$ cat src/rtl/partition_sweep_pkg.sv
// Shared types and width helpers for the partition sweep controller.
package partition_sweep_pkg;

   typedef enum logic [2:0] {
      IDLE   = 3'd0,
      WAIT   = 3'd1,
      SAMPLE = 3'd2,
      REPORT = 3'd3,
      DONE   = 3'd4
   } state_e;

   // Settle counter width; SETTLE is limited to 1..255.
   localparam int unsigned CNT_W = 8;

   // Smallest r with 2**r >= v.
   function automatic int unsigned clog2(input int unsigned v);
      int unsigned r;
      r = 0;
      while ((64'd1 << r) < 64'(v)) r = r + 1;
      return r;
   endfunction

   // Error counter: holds up to 2**n_in patterns.
   function automatic int unsigned err_w(input int unsigned n_in);
      return n_in + 1;
   endfunction

   // Hamming sum: holds up to n_out * 2**n_in.
   function automatic int unsigned sum_w(input int unsigned n_in, input int unsigned n_out);
      return n_in + 1 + clog2(n_out);
   endfunction

   // Popcount / Hamming max: holds values 0..n_out.
   function automatic int unsigned max_w(input int unsigned n_out);
      return clog2(n_out + 1);
   endfunction

endpackage

$ cat src/rtl/popcount_n.sv
// Combinational population count of an N_OUT-bit vector.
module popcount_n
   import partition_sweep_pkg::*;
#(
   parameter int unsigned N_OUT = 4
) (
   input  logic [N_OUT-1:0]        vec_i,
   output logic [max_w(N_OUT)-1:0] cnt_c
);

   localparam int unsigned CW = max_w(N_OUT);

   // Sum the individual bits.
   always_comb begin
      cnt_c = '0;
      for (int unsigned i = 0; i < N_OUT; i++) begin
         cnt_c = cnt_c + CW'(vec_i[i]);
      end
   end

endmodule

$ cat src/rtl/partition_sweep_ctrl.sv
// Exhaustive pattern sweep comparing an exact and an approximate partition,
// emitting per-pattern diff records and accumulating error statistics.
module partition_sweep_ctrl
   import partition_sweep_pkg::*;
#(
   parameter int unsigned N_IN   = 7,
   parameter int unsigned N_OUT  = 4,
   parameter int unsigned SETTLE = 1
) (
   input  logic                           clk,
   input  logic                           rst,
   input  logic                           start,
   input  logic                           abort,
   output logic [N_IN-1:0]                pi_o,
   input  logic [N_OUT-1:0]               po_exact_i,
   input  logic [N_OUT-1:0]               po_approx_i,
   output logic                           rec_valid_o,
   input  logic                           rec_ready_i,
   output logic [N_IN-1:0]                rec_pat_o,
   output logic [N_OUT-1:0]               rec_diff_o,
   output logic                           busy_o,
   output logic                           done_o,
   output logic [err_w(N_IN)-1:0]         err_cnt_o,
   output logic [sum_w(N_IN, N_OUT)-1:0]  ham_sum_o,
   output logic [max_w(N_OUT)-1:0]        ham_max_o
);

   localparam int unsigned EW = err_w(N_IN);
   localparam int unsigned SW = sum_w(N_IN, N_OUT);
   localparam int unsigned MW = max_w(N_OUT);

   state_e             state_q, state_d;
   logic [CNT_W-1:0]   cnt_q, cnt_d;
   logic [N_IN-1:0]    pi_q, pi_d;
   logic [N_IN-1:0]    rec_pat_q, rec_pat_d;
   logic [N_OUT-1:0]   rec_diff_q, rec_diff_d;
   logic               rec_valid_q, rec_valid_d;
   logic               busy_q, busy_d;
   logic               done_q, done_d;
   logic [EW-1:0]      err_q, err_d;
   logic [SW-1:0]      sum_q, sum_d;
   logic [MW-1:0]      max_q, max_d;

   logic [N_OUT-1:0]   diff_c;
   logic [MW-1:0]      pop_c;
   logic               xfer_c;

   assign diff_c = po_exact_i ^ po_approx_i;
   assign xfer_c = rec_valid_q & rec_ready_i;

   popcount_n #(.N_OUT(N_OUT)) u_pop (
      .vec_i (diff_c),
      .cnt_c (pop_c)
   );

   // Next-state, datapath and registered-output decode.
   always_comb begin
      state_d    = state_q;
      cnt_d      = cnt_q;
      pi_d       = pi_q;
      rec_pat_d  = rec_pat_q;
      rec_diff_d = rec_diff_q;
      err_d      = err_q;
      sum_d      = sum_q;
      max_d      = max_q;

      case (state_q)
         IDLE: begin
            if (start) begin
               state_d = WAIT;
               pi_d    = '0;
               err_d   = '0;
               sum_d   = '0;
               max_d   = '0;
               cnt_d   = CNT_W'(SETTLE);
            end
         end
         WAIT: begin
            if (cnt_q <= CNT_W'(1)) state_d = SAMPLE;
            else                    cnt_d   = cnt_q - CNT_W'(1);
         end
         SAMPLE: begin
            rec_diff_d = diff_c;
            rec_pat_d  = pi_q;
            sum_d      = sum_q + SW'(pop_c);
            if (diff_c != '0) err_d = err_q + EW'(1);
            if (pop_c > max_q) max_d = pop_c;
            state_d    = REPORT;
         end
         REPORT: begin
            if (xfer_c) begin
               if (pi_q == '1) begin
                  state_d = DONE;
               end else begin
                  pi_d    = pi_q + N_IN'(1);
                  cnt_d   = CNT_W'(SETTLE);
                  state_d = WAIT;
               end
            end
         end
         DONE:    state_d = IDLE;
         default: state_d = IDLE;
      endcase

      // Abort wins over any transition once a sweep is running.
      if (abort && (state_q != IDLE)) begin
         state_d = IDLE;
         pi_d    = '0;
      end

      rec_valid_d = (state_d == REPORT);
      busy_d      = (state_d != IDLE);
      done_d      = (state_d == DONE);
   end

   // State and output registers.
   always_ff @(posedge clk or posedge rst) begin
      if (rst) begin
         state_q     <= IDLE;
         cnt_q       <= '0;
         pi_q        <= '0;
         rec_pat_q   <= '0;
         rec_diff_q  <= '0;
         rec_valid_q <= 1'b0;
         busy_q      <= 1'b0;
         done_q      <= 1'b0;
         err_q       <= '0;
         sum_q       <= '0;
         max_q       <= '0;
      end else begin
         state_q     <= state_d;
         cnt_q       <= cnt_d;
         pi_q        <= pi_d;
         rec_pat_q   <= rec_pat_d;
         rec_diff_q  <= rec_diff_d;
         rec_valid_q <= rec_valid_d;
         busy_q      <= busy_d;
         done_q      <= done_d;
         err_q       <= err_d;
         sum_q       <= sum_d;
         max_q       <= max_d;
      end
   end

   assign pi_o        = pi_q;
   assign rec_pat_o   = rec_pat_q;
   assign rec_diff_o  = rec_diff_q;
   assign rec_valid_o = rec_valid_q;
   assign busy_o      = busy_q;
   assign done_o      = done_q;
   assign err_cnt_o   = err_q;
   assign ham_sum_o   = sum_q;
   assign ham_max_o   = max_q;

endmodule

$ cat config.mk
export PLATFORM = sky130hd
export DESIGN_NAME = partition_sweep_ctrl
export DESIGN_NICKNAME = d
export VERILOG_FILES = /design/src/rtl/partition_sweep_pkg.sv /design/src/rtl/popcount_n.sv /design/src/rtl/partition_sweep_ctrl.sv
export SDC_FILE = /design/constraint.sdc
export NUM_CORES = 1
export LEC_CHECK = 0
export CAP_MARGIN = 10
export CELL_PAD_IN_SITES_DETAIL_PLACEMENT = 1
export CELL_PAD_IN_SITES_GLOBAL_PLACEMENT = 1
export CORE_UTILIZATION = 32
export DETAILED_ROUTE_END_ITERATION = 7
export DONT_BUFFER_PORTS = 1
export PLACE_DENSITY_LB_ADDON = 0.1
export RECOVER_POWER = 25
export SYNTH_ARGS = -nofsm -noshare
export SYNTH_HDL_FRONTEND = slang
export SYNTH_HIERARCHICAL = 1
export SYNTH_SLANG_ARGS = --single-unit
$ cat constraint.sdc
create_clock -name clk -period 3.57 [get_ports clk]
set_clock_uncertainty 0.1 [all_clocks]
set_input_delay 0.357 -clock clk [delete_from_list [all_inputs] [get_ports clk]]
set_output_delay 0.357 -clock clk [all_outputs]
set_load 0.05 [all_outputs]
==> results of run 1 <==
-- placed cells by master, fill, tap and decap left out, types with 3 or more instances in the layout --
master and n:
sky130_fd_sc_hd__nand3_1 7, sky130_fd_sc_hd__inv_1 18, sky130_fd_sc_hd__nor3b_1 5, sky130_fd_sc_hd__nand4_1 3
sky130_fd_sc_hd__mux2i_1 12, sky130_fd_sc_hd__clkbuf_8 5, sky130_fd_sc_hd__o211ai_1 10, sky130_fd_sc_hd__a21oi_1 8
sky130_fd_sc_hd__o31ai_1 8, sky130_fd_sc_hd__o21ai_0 10, sky130_fd_sc_hd__dfrtp_1 53, sky130_fd_sc_hd__and3_1 3
sky130_fd_sc_hd__a31oi_1 4, sky130_fd_sc_hd__or3_1 3, sky130_fd_sc_hd__xor2_1 7, sky130_fd_sc_hd__ha_1 12
sky130_fd_sc_hd__nor2_1 13, sky130_fd_sc_hd__buf_4 6, sky130_fd_sc_hd__and2_1 3, sky130_fd_sc_hd__nand2_1 56
sky130_fd_sc_hd__nor3_1 6
-- final timing paths --
kind	startpoint	endpoint	cells past startpoint
max reg2reg	cnt_q[4]	busy_o	4
max	po_approx_i[0]	ham_sum_o[5]	11
min	abort	pi_o[6]	3
min in group asynchronous	rst	rec_pat_o[6]	1
min reg2reg	cnt_q[7]	cnt_q[7]	2
max in group asynchronous	rst	ham_sum_o[3]	2
-- through the flow --
step	utilization (%)	cells	hold slack, ps	setup WS, ps
finish	36.3	397	170	697
global placement	35.0	389	396	400
floorplan	-	288	407	647
detailed placement	35.0	389	398	346
CTS	36.3	397	49.4	695
global route	36.3	397	156	483
-- per-layer routing --
metal	vias up	wire, µm
li1	1022	-
met1	1051	3050
met2	39	3150
met3	6	330
met4	2	46
met5	-	13
-- power by group through the flow --
stage	logic [mW]	registers [mW]	clock network, mW
after floorplan	0.589	1.04	0
after global placement	0.671	1.09	0
after detailed placement	0.689	1.10	0
after CTS	0.692	1.08	0.443
after global routing	0.773	1.10	0.463
final	0.674	1.08	0.419
-- registers in the layout, indices dropped and copies added, names as in the netlist --
signal       cells
rec_pat_o        7
ham_sum_o       10
rec_valid_o      1
err_cnt_o        8
ham_max_o        3
busy_o           1
pi_o             7
done_o           1
state_q          3
rec_diff_o       4
cnt_q            8
-- logic make-up (layout without fill, tap and decap cells) --
kind of cell | count (synthesis) | in the layout
XOR/XNOR | 8 | 8
AO/OA/AOI/OAI | 55 | 55
AND/OR/NAND/NOR | 118 | 118
flip-flops | 53 | 53
multiplexers | 12 | 12
adder cells (fa/ha/maj) | 14 | 14
buffers and inverters | 28 | 32
-- critical path: cells and delay by family --
| kind | cells | cell delay, ps |
|---|---|---|
| AOI/OAI and AO/OA | 2 | 570 |
| xor gates and xnor gates | 1 | 250 |
| adders and majority gates | 4 | 1340 |
| buffers and inverters | 2 | 150 |
| muxes | 1 | 140 |
| and+or+nand+nor | 1 | 130 |
-- final cells by class --
cell class	instances	share of cell area (%)
clock buffers	6	2.38
clock inverters	2	1.27
inverters	18	2.22
multi-input cells	207	44.8
flip-flops and latches	53	43.5
well taps	105	4.31
repair buffers	6	1.48
==> impl_metrics.prom, run 1 <==
# TYPE chip_impl_metric gauge
chip_impl_info{name="status",value="complete, but fails checks"} 1
chip_impl_info{name="violations",value="max-capacitance violations, max-slew violations"} 1
chip_impl_metric{name="sequential_cell_area",unit="µm²"} 1330
chip_impl_metric{name="netlist-cell-type-count",unit=""} 54
chip_impl_metric{name="viasPerCell",unit=""} 5.34
chip_impl_metric{name="via_count_of_the_first_global_routing_pass",unit=""} 2159
chip_impl_metric{name="power.total",unit="mW"} 2.17
chip_impl_metric{name="cts-root-to-sink-buffers",unit=""} 2
chip_impl_info{name="cp-end-kind",value="register"} 1
chip_impl_info{name="crit_chain",value="xor2_1, inv_1, fa_1, inv_1, ha_1, ha_1, ha_1, a21o_1, a21oi_1, nor3b_1, mux2i_1"} 1
chip_impl_info{name="hp-class",value="in2reg"} 1
chip_impl_info{name="grt_busiest_layer",value="met2"} 1
chip_impl_info{name="ys.flop_type",value="sky130_fd_sc_hd__dfrtp_1"} 1
chip_impl_metric{name="drt-pass1-iter-count",unit=""} 4
chip_impl_metric{name="average_wire_per_cell_in_the_routed_design",unit="µm"} 16.6
chip_impl_metric{name="grt_first_pass_wirelength",unit="µm"} 10800
chip_impl_metric{name="postSynthRegisterBits",unit=""} 53
chip_impl_metric{name="cellPowerDensity",unit="nW/µm²"} 712
chip_impl_metric{name="dp_hpwl",unit="µm"} 4810
chip_impl_info{name="most_common_cell_in_the_synthesized_netlist",value="sky130_fd_sc_hd__nand2_1"} 1
chip_impl_metric{name="vdd_ir_drop_max",unit="µV"} 212
chip_impl_metric{name="num_vias",unit=""} 2120
chip_impl_metric{name="synth_seq_area_share",unit="%"} 46.8
chip_impl_metric{name="floorplan.core_area",unit="µm²"} 8380
chip_impl_metric{name="cts_sinks",unit=""} 53
chip_impl_info{name="critical_path.startpoint_type",value="input pin"} 1
chip_impl_metric{name="place_congestion",unit=""} 0.717
chip_impl_metric{name="synth_xor_xnor_area_share",unit="%"} 2.47
chip_impl_info{name="synth_top_family_by_area",value="simple AND/OR/NAND/NOR gates"} 1
chip_impl_metric{name="synthesis.area_per_instance",unit="µm²"} 9.83
chip_impl_metric{name="timing.final.crit_period",unit="ps"} 2870
chip_impl_metric{name="setup_violations",unit=""} 0
chip_impl_metric{name="chipHeight",unit="µm"} 96.1
chip_impl_metric{name="clock_network_latency_to_the_later_pin_of_the_worst_skew_pair",unit="ps"} 310
chip_impl_metric{name="syn_area",unit="µm²"} 2830
chip_impl_metric{name="first_iter_violations",unit=""} 68
chip_impl_metric{name="stdcell_area",unit="µm²"} 3050
chip_impl_info{name="crit_path_top_delay_cell",value="sky130_fd_sc_hd__fa_1"} 1
chip_impl_metric{name="start_util",unit="%"} 33.8
chip_impl_metric{name="cts_hold_buf",unit=""} 0
chip_impl_metric{name="muxShareOfSynthArea",unit="%"} 4.24
chip_impl_info{name="largest_area_contributor_in_the_synthesized_netlist",value="sky130_fd_sc_hd__dfrtp_1"} 1
chip_impl_metric{name="internal_power",unit="mW"} 1.18
chip_impl_metric{name="final.period_utilization",unit="%"} 80.5
chip_impl_metric{name="timing.final.hold_violations",unit=""} 0
chip_impl_metric{name="multi_input_area",unit="µm²"} 1370
chip_impl_metric{name="global_route_track_usage_on_met3",unit="%"} 3.95
chip_impl_metric{name="async_flop_share",unit="%"} 100
chip_impl_metric{name="floorplan.rows",unit=""} 33
chip_impl_metric{name="n_fill_cell",unit=""} 987
chip_impl_metric{name="grt_max_degree",unit=""} 42
chip_impl_metric{name="grt.met2_usage",unit="%"} 25.5
chip_impl_metric{name="cts_buffers",unit=""} 5
chip_impl_metric{name="critPathRequiredTime",unit="ps"} 3640
chip_impl_metric{name="post_cts.resized_instances",unit=""} 0
chip_impl_metric{name="power_frac_seq",unit="%"} 49.6
chip_impl_metric{name="cp_max_fo",unit=""} 5
chip_impl_info{name="synth.top_cells.by_count",value="sky130_fd_sc_hd__nand2_1 (56), sky130_fd_sc_hd__dfrtp_1 (53), sky130_fd_sc_hd__inv_1 (18), sky130_fd_sc_hd__nor2_1 (13)"} 1
chip_impl_metric{name="synth_adder_area_share",unit="%"} 6.72
chip_impl_metric{name="synth-compound-area-share",unit="%"} 13.7
chip_impl_metric{name="cts-htree-levels",unit=""} 2
chip_impl_metric{name="number_of_enable_flip_flop_cells_after_synthesis",unit=""} 0
chip_impl_metric{name="worst_setup_hold_path_clk_slew",unit="ps"} 100
chip_impl_metric{name="synth-simple-area-share",unit="%"} 21.0
chip_impl_info{name="worstSetupPathType",value="in2reg"} 1
chip_impl_metric{name="area_growth_syn_to_layout",unit="%"} 7.60
chip_impl_metric{name="drive_above_1_share",unit="%"} 7.53
chip_impl_metric{name="ff2ff_setup_slack",unit="ps"} 1070
chip_impl_metric{name="drc_errors",unit=""} 0
chip_impl_info{name="tritoncts",value="built"} 1
chip_impl_metric{name="power.share.switching",unit="%"} 45.4
chip_impl_metric{name="syn_inst",unit=""} 288
chip_impl_metric{name="groute.usage.overall",unit="%"} 15.3
chip_impl_metric{name="p_comb_share",unit="%"} 31.1
chip_impl_metric{name="max-cap-violations",unit=""} 1
chip_impl_metric{name="antenna_found_initial",unit=""} 1
chip_impl_metric{name="globalRoute.totalOverflow",unit=""} 0
chip_impl_metric{name="max_slew_violation_count",unit=""} 42
chip_impl_metric{name="io-pin-count",unit=""} 55
chip_impl_metric{name="synth_fp_nets",unit=""} 315
chip_impl_metric{name="fp.dieArea",unit="µm²"} 9230
chip_impl_metric{name="slowest_stage_delay_on_critical_path",unit="ps"} 540
chip_impl_info{name="critical_path.most_common_cell",value="sky130_fd_sc_hd__ha_1"} 1
chip_impl_info{name="synth.area.top_cells",value="sky130_fd_sc_hd__dfrtp_1 (47%), sky130_fd_sc_hd__nand2_1 (7.4%), sky130_fd_sc_hd__ha_1 (5.3%)"} 1
chip_impl_info{name="root_driver",value="sky130_fd_sc_hd__clkbuf_8"} 1
chip_impl_metric{name="nNetsFinal",unit=""} 318
chip_impl_metric{name="cts_setup_buffers",unit=""} 0
chip_impl_metric{name="port_buffers",unit=""} 0
chip_impl_metric{name="total_switching_power",unit="µW"} 986
chip_impl_metric{name="share_clk_of_total_power",unit="%"} 19.3
chip_impl_info{name="rsz0062_at_grt",value="no"} 1
chip_impl_metric{name="dpl_cell_area",unit="µm²"} 2940
chip_impl_metric{name="fmaxAchievable",unit="MHz"} 348
chip_impl_metric{name="finalWirelength",unit="µm"} 6600
chip_impl_metric{name="fin_tns_setup",unit="ps"} 0
chip_impl_metric{name="crit_arrival",unit="ps"} 2940
chip_impl_metric{name="route.antenna.remaining_nets",unit=""} 0
chip_impl_metric{name="die-width",unit="µm"} 96.1
chip_impl_metric{name="slew_headroom",unit="%"} -7.88
chip_impl_metric{name="yosys.area.top_type_share",unit="%"} 46.8
chip_impl_metric{name="antenna_cells_inserted",unit=""} 0
chip_impl_metric{name="globalRouteMet1Util",unit="%"} 19.3
chip_impl_metric{name="worst_slew_pin_slew",unit="ps"} 1620
chip_impl_metric{name="power_leakage",unit="nW"} 1.37
chip_impl_metric{name="yosysWarningCount",unit=""} 6
No activity file was read; power rests on OpenSTA's default activity.
==> run 2, diff against run 1 <==
==> constraint.sdc (replaced) <==
create_clock -name clk -period 3 [get_ports clk]
set_clock_uncertainty 0.1 [all_clocks]
set_input_delay 0.3 -clock clk [delete_from_list [all_inputs] [get_ports clk]]
set_output_delay 0.3 -clock clk [all_outputs]
set_load 0.05 [all_outputs]
==> run 2 against run 1 <==
Compared with the run above:
- sequential power increased by 16%
- critical endpoint is now ham_sum_o[9]
- critical path depth increased by 1
- register-to-register slack got worse by 490 ps
- clock power about the same
- final cell count increased by 3.8%
- worst hold slack got worse by 71 ps
- final area increased by 2.4%
- via count increased by 0.90%
- the flow now finishes without violations
- wire length decreased by 0.91%
- die area unchanged
==> impl_metrics.prom, run 2 (synthesis results as in run 1) <==
# TYPE chip_impl_metric gauge
chip_impl_metric{name="m1WireLength",unit="µm"} 3210
chip_impl_info{name="tritoncts",value="built"} 1
chip_impl_info{name="status",value="complete, no violations"} 1
chip_impl_metric{name="met3_length",unit="µm"} 380
chip_impl_info{name="worstSetupPathType",value="in2reg"} 1
chip_impl_metric{name="cts_setup_buffers",unit=""} 0
chip_impl_info{name="rsz0062_at_grt",value="no"} 1
chip_impl_info{name="hp-class",value="in2reg"} 1
chip_impl_metric{name="max-cap-violations",unit=""} 0
chip_impl_metric{name="fmaxAchievable",unit="MHz"} 382
chip_impl_metric{name="chipHeight",unit="µm"} 96.1
chip_impl_metric{name="critPathRequiredTime",unit="ps"} 3130
chip_impl_metric{name="total_switching_power",unit="mW"} 1.18
chip_impl_metric{name="finalNonFillerCells",unit=""} 412
chip_impl_metric{name="viasPerCell",unit=""} 5.19
chip_impl_metric{name="floorplan.core_area",unit="µm²"} 8380
chip_impl_metric{name="fp.dieArea",unit="µm²"} 9230
chip_impl_metric{name="largest_reg_flops",unit=""} 10
chip_impl_metric{name="port_buffers",unit=""} 0
chip_impl_metric{name="cts_buffers",unit=""} 5
chip_impl_metric{name="dp_hpwl",unit="µm"} 4900
chip_impl_metric{name="routed-wl-met2",unit="µm"} 2880
chip_impl_metric{name="average_wire_per_cell_in_the_routed_design",unit="µm"} 15.9
chip_impl_info{name="layout_commonest_cell",value="sky130_fd_sc_hd__nand2_1"} 1
chip_impl_metric{name="dpl_cell_area",unit="µm²"} 3040
chip_impl_metric{name="via_count_of_the_first_global_routing_pass",unit=""} 2228
chip_impl_metric{name="internal_power",unit="mW"} 1.36
chip_impl_metric{name="power_frac_seq",unit="%"} 49.2
chip_impl_metric{name="power.total",unit="mW"} 2.54
chip_impl_metric{name="crit_arrival",unit="ps"} 2750
chip_impl_info{name="critical_path.startpoint_type",value="input pin"} 1
chip_impl_metric{name="worst_setup_hold_path_clk_slew",unit="ps"} 100
chip_impl_metric{name="setup_violations",unit=""} 0
chip_impl_metric{name="cell_count_post_placement",unit=""} 403
chip_impl_metric{name="drive_above_1_share",unit="%"} 10.1
chip_impl_metric{name="drt-pass1-iter-count",unit=""} 4
chip_impl_info{name="final_cell_mix",value="sky130_fd_sc_hd__nand2_1 (56), sky130_fd_sc_hd__dfrtp_1 (53), sky130_fd_sc_hd__inv_1 (18)"} 1
chip_impl_metric{name="nNetsFinal",unit=""} 333
chip_impl_metric{name="ff2ff_setup_slack",unit="ps"} 580
chip_impl_metric{name="stdcell_area",unit="µm²"} 3120
chip_impl_metric{name="grt_max_degree",unit=""} 25
chip_impl_metric{name="cts-htree-levels",unit=""} 2
chip_impl_metric{name="worst_slew_pin_slew",unit="ps"} 978
chip_impl_metric{name="start_util",unit="%"} 33.8
chip_impl_metric{name="max_slew_violation_count",unit=""} 0
chip_impl_metric{name="route.antenna.remaining_nets",unit=""} 0
chip_impl_metric{name="cts_sinks",unit=""} 53
chip_impl_metric{name="groute.usage.overall",unit="%"} 15.8
chip_impl_metric{name="clock_network_latency_to_the_later_pin_of_the_worst_skew_pair",unit="ps"} 310
chip_impl_metric{name="vdd_ir_drop_max",unit="µV"} 213
chip_impl_metric{name="fin_tns_setup",unit="ps"} 0
chip_impl_info{name="route.top_layer_used",value="met5"} 1
chip_impl_metric{name="drc_errors",unit=""} 0
chip_impl_metric{name="cts-root-to-sink-buffers",unit=""} 2
chip_impl_metric{name="globalRoute.totalOverflow",unit=""} 0
chip_impl_metric{name="final.period_utilization",unit="%"} 87.2
chip_impl_metric{name="slew_headroom",unit="%"} 34.7
chip_impl_info{name="root_driver",value="sky130_fd_sc_hd__clkbuf_8"} 1
chip_impl_info{name="cp-end-kind",value="register"} 1
chip_impl_metric{name="grt_first_pass_wirelength",unit="µm"} 11200
chip_impl_metric{name="share_clk_of_total_power",unit="%"} 16.4
chip_impl_metric{name="p_comb_share",unit="%"} 34.4
chip_impl_metric{name="num_vias",unit=""} 2139
chip_impl_metric{name="floorplan.rows",unit=""} 33
chip_impl_metric{name="cp_max_fo",unit=""} 5
chip_impl_metric{name="die-width",unit="µm"} 96.1
chip_impl_metric{name="first_iter_violations",unit=""} 72
chip_impl_metric{name="antenna_found_initial",unit=""} 1
chip_impl_metric{name="place_congestion",unit=""} 0.759
chip_impl_metric{name="timing.final.crit_period",unit="ps"} 2620
chip_impl_metric{name="io-pin-count",unit=""} 55
chip_impl_metric{name="antenna_cells_inserted",unit=""} 0
chip_impl_metric{name="cellPowerDensity",unit="nW/µm²"} 813
chip_impl_metric{name="timing.final.hold_violations",unit=""} 0
chip_impl_metric{name="area_growth_syn_to_layout",unit="%"} 10.2
chip_impl_metric{name="power.share.switching",unit="%"} 46.5
chip_impl_metric{name="power_leakage",unit="nW"} 1.41
chip_impl_metric{name="finalWirelength",unit="µm"} 6540
run 2: per-layer routing:
metal	vias to the layer above	global-route usage (%)
met5	-	0
met4	2	4.48
met3	8	4.50
met2	41	24.1
met1	1038	21.8
li1	1050	-
run 2: repair_timing:
action                                 CTS  global route
resized for setup                        0             0
hold buffers                             1             0
endpoints found under the hold margin   22             0
run 2: worst max-delay path, cell delays in order:
cell	delay (ps)
sky130_fd_sc_hd__xor2_1	170
sky130_fd_sc_hd__inv_1	80
sky130_fd_sc_hd__fa_1	540
sky130_fd_sc_hd__inv_1	50
sky130_fd_sc_hd__ha_1	170
sky130_fd_sc_hd__ha_1	340
sky130_fd_sc_hd__ha_1	300
sky130_fd_sc_hd__a21o_1	120
sky130_fd_sc_hd__a21oi_1	60
sky130_fd_sc_hd__buf_4	150
sky130_fd_sc_hd__nor3b_1	240
sky130_fd_sc_hd__mux2i_1	220
run 2: power by group through the flow:
stage | clock (mW) | sequential (mW) | combinational, mW
2_1_floorplan | 0 | 1.23 | 0.700
3_3_place_gp | 0 | 1.26 | 0.883
3_5_place_dp | 0 | 1.27 | 0.895
4_1_cts | 0.443 | 1.25 | 0.900
5_1_grt | 0.468 | 1.28 | 1.00
6_report | 0.416 | 1.25 | 0.872
run 2: final cells by class:
| class | count | area, µm² |
|---|---|---|
| fillers | 965 | 5260 |
| well taps | 105 | 131 |
| inverters | 18 | 67.6 |
| clock buffers | 6 | 72.6 |
| flip-flops and latches | 53 | 1330 |
| clock inverters | 2 | 15.0 |
| multi-input cells | 207 | 1370 |
| repair buffers | 21 | 141 |
run 2: final timing paths:
kind | start | endpoint | cells past startpoint
setup / recovery | po_approx_i[0] | ham_sum_o[9] | 12
hold / removal | abort | pi_o[6] | 3
setup reg to reg | pi_o[4] | pi_o[2] | 5
hold reg to reg | cnt_q[7] | cnt_q[7] | 2
max in group asynchronous | rst | state_q[0] | 3
min in group asynchronous | rst | rec_diff_o[3] | 2
run 2: metrics by stage:
step / hold WS [ps] / util, % / worst slack (ps)
2_1_floorplan: 396 / - / 134
3_3_place_gp: 163 / 36.3 / 95.9
3_5_place_dp: 172 / 36.3 / 44.9
4_1_cts: 84.0 / 37.4 / 377
5_1_grt: 91.7 / 37.2 / 204
6_report: 99.5 / 37.2 / 385
